--- src/rtl/lane_packer.sv ---
// Valid/ready symbol packer: gathers up to LANES symbols into a word, then hands the
// word and its {short, parity} tag to a registered output stage.
module lane_packer #(
   parameter int LANES = 3,
   parameter int SYM_W = 2,
   parameter int TAG_W = 2
) (
   input  logic                            clk,
   input  logic                            rst,
   input  logic                            in_valid,
   output logic                            in_ready,
   input  logic [SYM_W-1:0]                in_sym,
   input  logic                            in_last,
   output logic                            out_valid,
   input  logic                            out_ready,
   output logic [LANES-1:0][SYM_W-1:0]     out_word,
   output logic [TAG_W-1:0]                out_tag,
   output logic [$clog2(LANES+1)-1:0]      out_count
);
   localparam int CW = $clog2(LANES+1);

   logic [LANES-1:0][SYM_W-1:0] r_acc;
   logic [CW-1:0]               r_cnt;
   logic                        r_done;
   logic                        r_short;

   logic                        w_xfer;
   logic                        w_accept;
   logic [CW-1:0]               w_base_cnt;
   logic [LANES-1:0][SYM_W-1:0] w_nxt_acc;
   logic [CW-1:0]               w_nxt_cnt;
   logic                        w_nxt_done;
   logic                        w_nxt_short;

   assign w_xfer   = r_done && (!out_valid || out_ready);
   assign in_ready = !r_done || w_xfer;
   assign w_accept = in_valid && in_ready;

   // A transfer empties the assembly register first, so a symbol arriving in the
   // same cycle starts the next word in lane 0 without a bubble.
   always_comb begin
      w_base_cnt  = w_xfer ? '0 : r_cnt;
      w_nxt_acc   = w_xfer ? '0 : r_acc;
      w_nxt_cnt   = w_base_cnt;
      w_nxt_done  = w_xfer ? 1'b0 : r_done;
      w_nxt_short = r_short;
      if (w_accept) begin
         for (int i = 0; i < LANES; i++) begin
            if (w_base_cnt == CW'(i)) w_nxt_acc[i] = in_sym;
         end
         w_nxt_cnt = w_base_cnt + CW'(1);
         if (w_nxt_cnt == CW'(LANES) || in_last) begin
            w_nxt_done  = 1'b1;
            w_nxt_short = in_last && (w_nxt_cnt < CW'(LANES));
         end
      end
   end

   always_ff @(posedge clk) begin
      if (rst) begin
         r_acc     <= '0;
         r_cnt     <= '0;
         r_done    <= 1'b0;
         r_short   <= 1'b0;
         out_valid <= 1'b0;
         out_word  <= '0;
         out_tag   <= '0;
         out_count <= '0;
      end else begin
         r_acc   <= w_nxt_acc;
         r_cnt   <= w_nxt_cnt;
         r_done  <= w_nxt_done;
         r_short <= w_nxt_short;
         if (w_xfer) begin
            out_word  <= r_acc;
            out_count <= r_cnt;
            out_tag   <= TAG_W'({r_short, ^r_acc});
            out_valid <= 1'b1;
         end else if (out_valid && out_ready) begin
            out_valid <= 1'b0;
         end
      end
   end
endmodule

--- config.mk ---
export PLATFORM = sky130hd
export DESIGN_NAME = lane_packer
export DESIGN_NICKNAME = d
export VERILOG_FILES = /design/src/rtl/lane_packer.sv
export SDC_FILE = /design/constraint.sdc
export NUM_CORES = 1
export LEC_CHECK = 0
export BUFFER_PORTS_ARGS = -buffer_cell sky130_fd_sc_hd__buf_2
export CORE_MARGIN = 2
export CORE_UTILIZATION = 25
export CTS_CLUSTER_SIZE = 20
export DETAILED_ROUTE_END_ITERATION = 10
export SLEW_MARGIN = 15
export SYNTH_ARGS = -nofsm -noshare
export SYNTH_HDL_FRONTEND = slang
export SYNTH_SLANG_ARGS = --single-unit
--- constraint.sdc ---
create_clock -name clk -period 3.2 [get_ports clk]
set_clock_uncertainty 0.15 [all_clocks]
set_input_delay 0.96 -clock clk [delete_from_list [all_inputs] [get_ports clk]]
set_output_delay 0.96 -clock clk [all_outputs]
set_load 0.005 [all_outputs]
# ---- After elaboration in Yosys (flattened, before gate mapping)
# Cells that the tools add are included.
dict set report word_totals {
  rom_bits 0
  input_bits 7
  ram_bits 0
  latchBits 0
  out_inout_bits 12
  wordCells 42
  reg_bits 21
  n_memories 0
}
dict set report classes {
  n_mul 0
  n_div 0
  eq_ne 3
  n_lt_le_gt_ge 1
  n_bitwise 0
  n_shift 0
  muxes 12
  n_reduce_logical 13
  n_addsub 1
}
# op n
set ops {}
lappend ops {{two-way mux 6 bit} 2}
lappend ops {{two-way mux 2 bit} 5}
lappend ops {{parity 6 bit} 1}
lappend ops {{two-way mux 1 bit} 5}
lappend ops {{== test 2 bit (second input constant)} 2}
lappend ops {{logical AND 1 bit} 4}
lappend ops {{logical OR 1 bit} 3}
lappend ops {{adder 2 x 1 -> 2 bit (second input constant)} 1}
lappend ops {{== test 2 x 1 -> 1 bit (second input constant)} 1}
lappend ops {{logical NOT 1 bit} 2}
lappend ops {{logical NOT 2 bit} 1}
lappend ops {{< comparator 2 bit (second input constant)} 1}
lappend ops {{AND reduction 2 bit} 1}
lappend ops {{nonzero test 2 bit} 1}

# ---- Longest topological paths before layout
dict set report depth {
  depth_word 9
  mapped_depth 5
  mapped_depth_nobuf 4
}

# ---- Least setup slack after synthesis
# OpenSTA, ideal clock, no wires.
dict set report synth_timing {
  path_type {input port to output port}
  start {in out_ready}
  end {out in_ready}
  n_path_buf 0
  slack_ps 920
  t_arrival_ps 1170
  required_time_ps 2090
  cell_stages 1
  path_cell_list {nand3b_1}
}
dict set report synth_via {
  elab_chain_cells 3
}
# item line_no
set synth_lines {}
lappend synth_lines {{from (decl)} 15} ;# input logic out_ready,
lappend synth_lines {{logical OR 1 bit} 35} ;# assign w_xfer = r_done && (!out_valid || out_ready);
lappend synth_lines {{logical AND 1 bit} 35}
lappend synth_lines {{logical OR 1 bit} 36} ;# assign in_ready = !r_done || w_xfer;
lappend synth_lines {{to (decl)} 11} ;# output logic in_ready,
# Every way passes these cells.

# ---- Worst setup path in the final report
# Same ends and word-level chain as after synthesis.

==> reports/results.txt <==
Layout Cells excl Fill: 162
worst reg2reg startpoint: r_done$_SDFF_PP0_
CTS tree: done
critical-path maximum fanout: 5
global-route wire length before repair: 2.98 mm
Synth Cell Area: 860 um^2
actual slew at the worst max-slew pin: 435 ps
Worst Hold Class: flip-flop to flip-flop
Async SR Flop Fraction: 0%
Synth area leader: dfxtp_1
port bufs: 18
Synth warnings: 0
via count: 714
# Post-CTS Setup Buffers: 0
Slew Viols, Final: 0
dpl hpwl: 1.30 mm
Reg2Reg Depth: 3
Setup CP Type: input pin to output port
CP endpoint kind: output port
outcome: finished, final reports clean
Die Span Y: 62.6 um
largest net degree at the start of global routing: 22
Yosys top cell area share: 48.9%
antenna cells: 0
H-tree Lvls: 1
Max VDD drop: 0.110 mV
Iteration-0 DRC Markers: 23
Post-DP Area: 975 um^2
f_max: 0.387 GHz
Pwr Density: 454 nW/um^2
minimum clock period: 2580 ps
post-CTS resize count: 0
Commonest cells post-synth: 22 x nand2_1, 21 x dfxtp_1, 17 x a21oi_1
hold buffers post-CTS: 0
WP data required: 2090 ps
initial antenna violation count: 0
initial core utilization: 26.0%
fin util: 30.2%
total gr overflow: 0
Via density: 4.41
Hold Crit Depth: 2
relative slew slack: 71.0%
WHS Endpoint: out_word[1]$_SDFFE_PP0P_
Clock transition at path regs: 110 ps
clock sink total: 21
main area contributors after synthesis: dfxtp_1 49%, a21oi_1 9.9%, nand2_1 9.6%, xnor2_1 5.1%, and4bb_2 2.9%
Clk Latency, worst-skew pair: 290 ps
RSZ-0062 raised after global routing: false
CTS buffer count: 3
Die X: 62.6 um
Worst R2R Setup Slack: 1700 ps
Post-Syn Nets: 108
total of max-cap violations: 0
setup TNS: 0 ps
Finished Cell Area: 1000 um^2
Rows: 21
Final setup viols: 0
vias in the first global route: 666
nets@finish: 124
Final Hold Viols: 0
Detail Route Antenna Nets: 0
die area: 3920 um^2
Cell variety after synth: 22
area of the core: 3310 um^2
worst r2r dst: out_tag[0]$_SDFFE_PP0P_
WL/cell: 10.6 um
Syn Area/Cell: 8.51 um^2
CTS max path bufs: 2
Critical Path Start Type: input pin
count leader, synth: nand2_1
area delta synth->final: 16.4%
Leak: 0.370 nW
GRT Total Usage: 9.71%
# placed instances: 158
RD Place Congestion: 0.813
Post-synth EDFFs: 0
arrival time worst endpoint: 1470 ps
dominant synthesized flop cell: dfxtp_1
Detailed Routing Iterations Pass 1: 4
post-synthesis sequential area ratio: 48.9%
Post-Route WL: 1.72 mm
post-synthesis register bit count: 21
Root Driver: clkbuf_4
final hold slack: 308 ps
share of layout cells above drive strength 1: 20.7%
Final period util: 80.7%
Hold Crit Start: out_word[1]$_SDFFE_PP0P_
drc violations: 0
cells after synthesis: 101
num ports: 19
==> critical path, stage by stage <==
cell,delay [ps]
buf_2,100
nand3b_1,230
buf_2,180
==> cells in the final DEF, fill, tap and decap left out <==
cell type  count
a21o_1         2
a211oi_2       1
nand2b_1       1
nand2_1       22
a21oi_1       17
a31oi_1        1
nor4b_1        1
clkbuf_1       1
nor3_1         3
a22oi_1        2
nand4b_1       1
xnor2_1        5
dfxtp_1       21
and2_1         1
and4bb_2       2
nand3_1        4
clkbuf_4       3
xor2_1         1
a32oi_1        2
nor2_1         5
nand3b_1       1
inv_1          1
buf_2         18
==> worst max-delay path by stage <==
stage	from	to	slack (ps)	cells after the start
6_report	out_ready	in_ready	620	3
5_1_grt	out_ready	in_ready	590	3
4_1_cts	out_ready	in_ready	610	3
3_5_place_dp	out_ready	in_ready	610	3
3_3_place_gp	out_ready	in_ready	630	3
2_1_floorplan	out_ready	in_ready	920	1
==> routing by layer <==
| metal | GRT usage, % | wire [um] | vias to the layer above |
|---|---|---|---|
| met3 | 1.98 | 46 | 4 |
| met1 | 12.2 | 809 | 325 |
| met4 | 5.83 | 39 | 0 |
| met2 | 15.3 | 824 | 11 |
| met5 | 0 | 0 | - |
| li1 | - | - | 374 |
==> stage by stage <==
step	worst slack (ps)	total power [mW]
finish	618	0.454
global route	586	0.483
CTS	614	0.460
detailed placement	615	0.337
global placement	627	0.335
floorplan	920	0.324
==> registers in the layout, summed over array words and instances, names as in the netlist <==
register   flops
out_word       6
r_acc          6
out_count      2
out_tag        2
r_cnt          2
out_valid      1
r_done         1
r_short        1
==> final cells by class <==
cell class | instances | area [um^2]
timing repair buffer | 18 | 90.1
inverter | 1 | 3.75
multi-input combinational | 72 | 403
sequential | 21 | 420
tap | 46 | 57.6
fill | 381 | 2310
clock buffer | 4 | 26.3
==> power breakdown <==
group / internal, mW / switching [mW] / leakage [nW] / total, mW
Clock: 0.0485 / 0.0750 / 0.0150 / 0.124
Combinational: 0.0228 / 0.0279 / 0.184 / 0.0506
Sequential: 0.270 / 0.00990 / 0.171 / 0.280
==> kinds of logic (layout without fill, tap and decap cells) <==
group / after synthesis / count (layout) / share of synthesized area, %
AND/OR/NAND/NOR: 41 / 41 / 23.1
AO/OA/AOI/OAI: 25 / 25 / 17.6
flip-flops: 21 / 21 / 48.9
buffers and inverters: 8 / 23 / 4.22
XOR/XNOR: 6 / 6 / 6.11
Note: power is estimated with default switching activity, not from simulation.
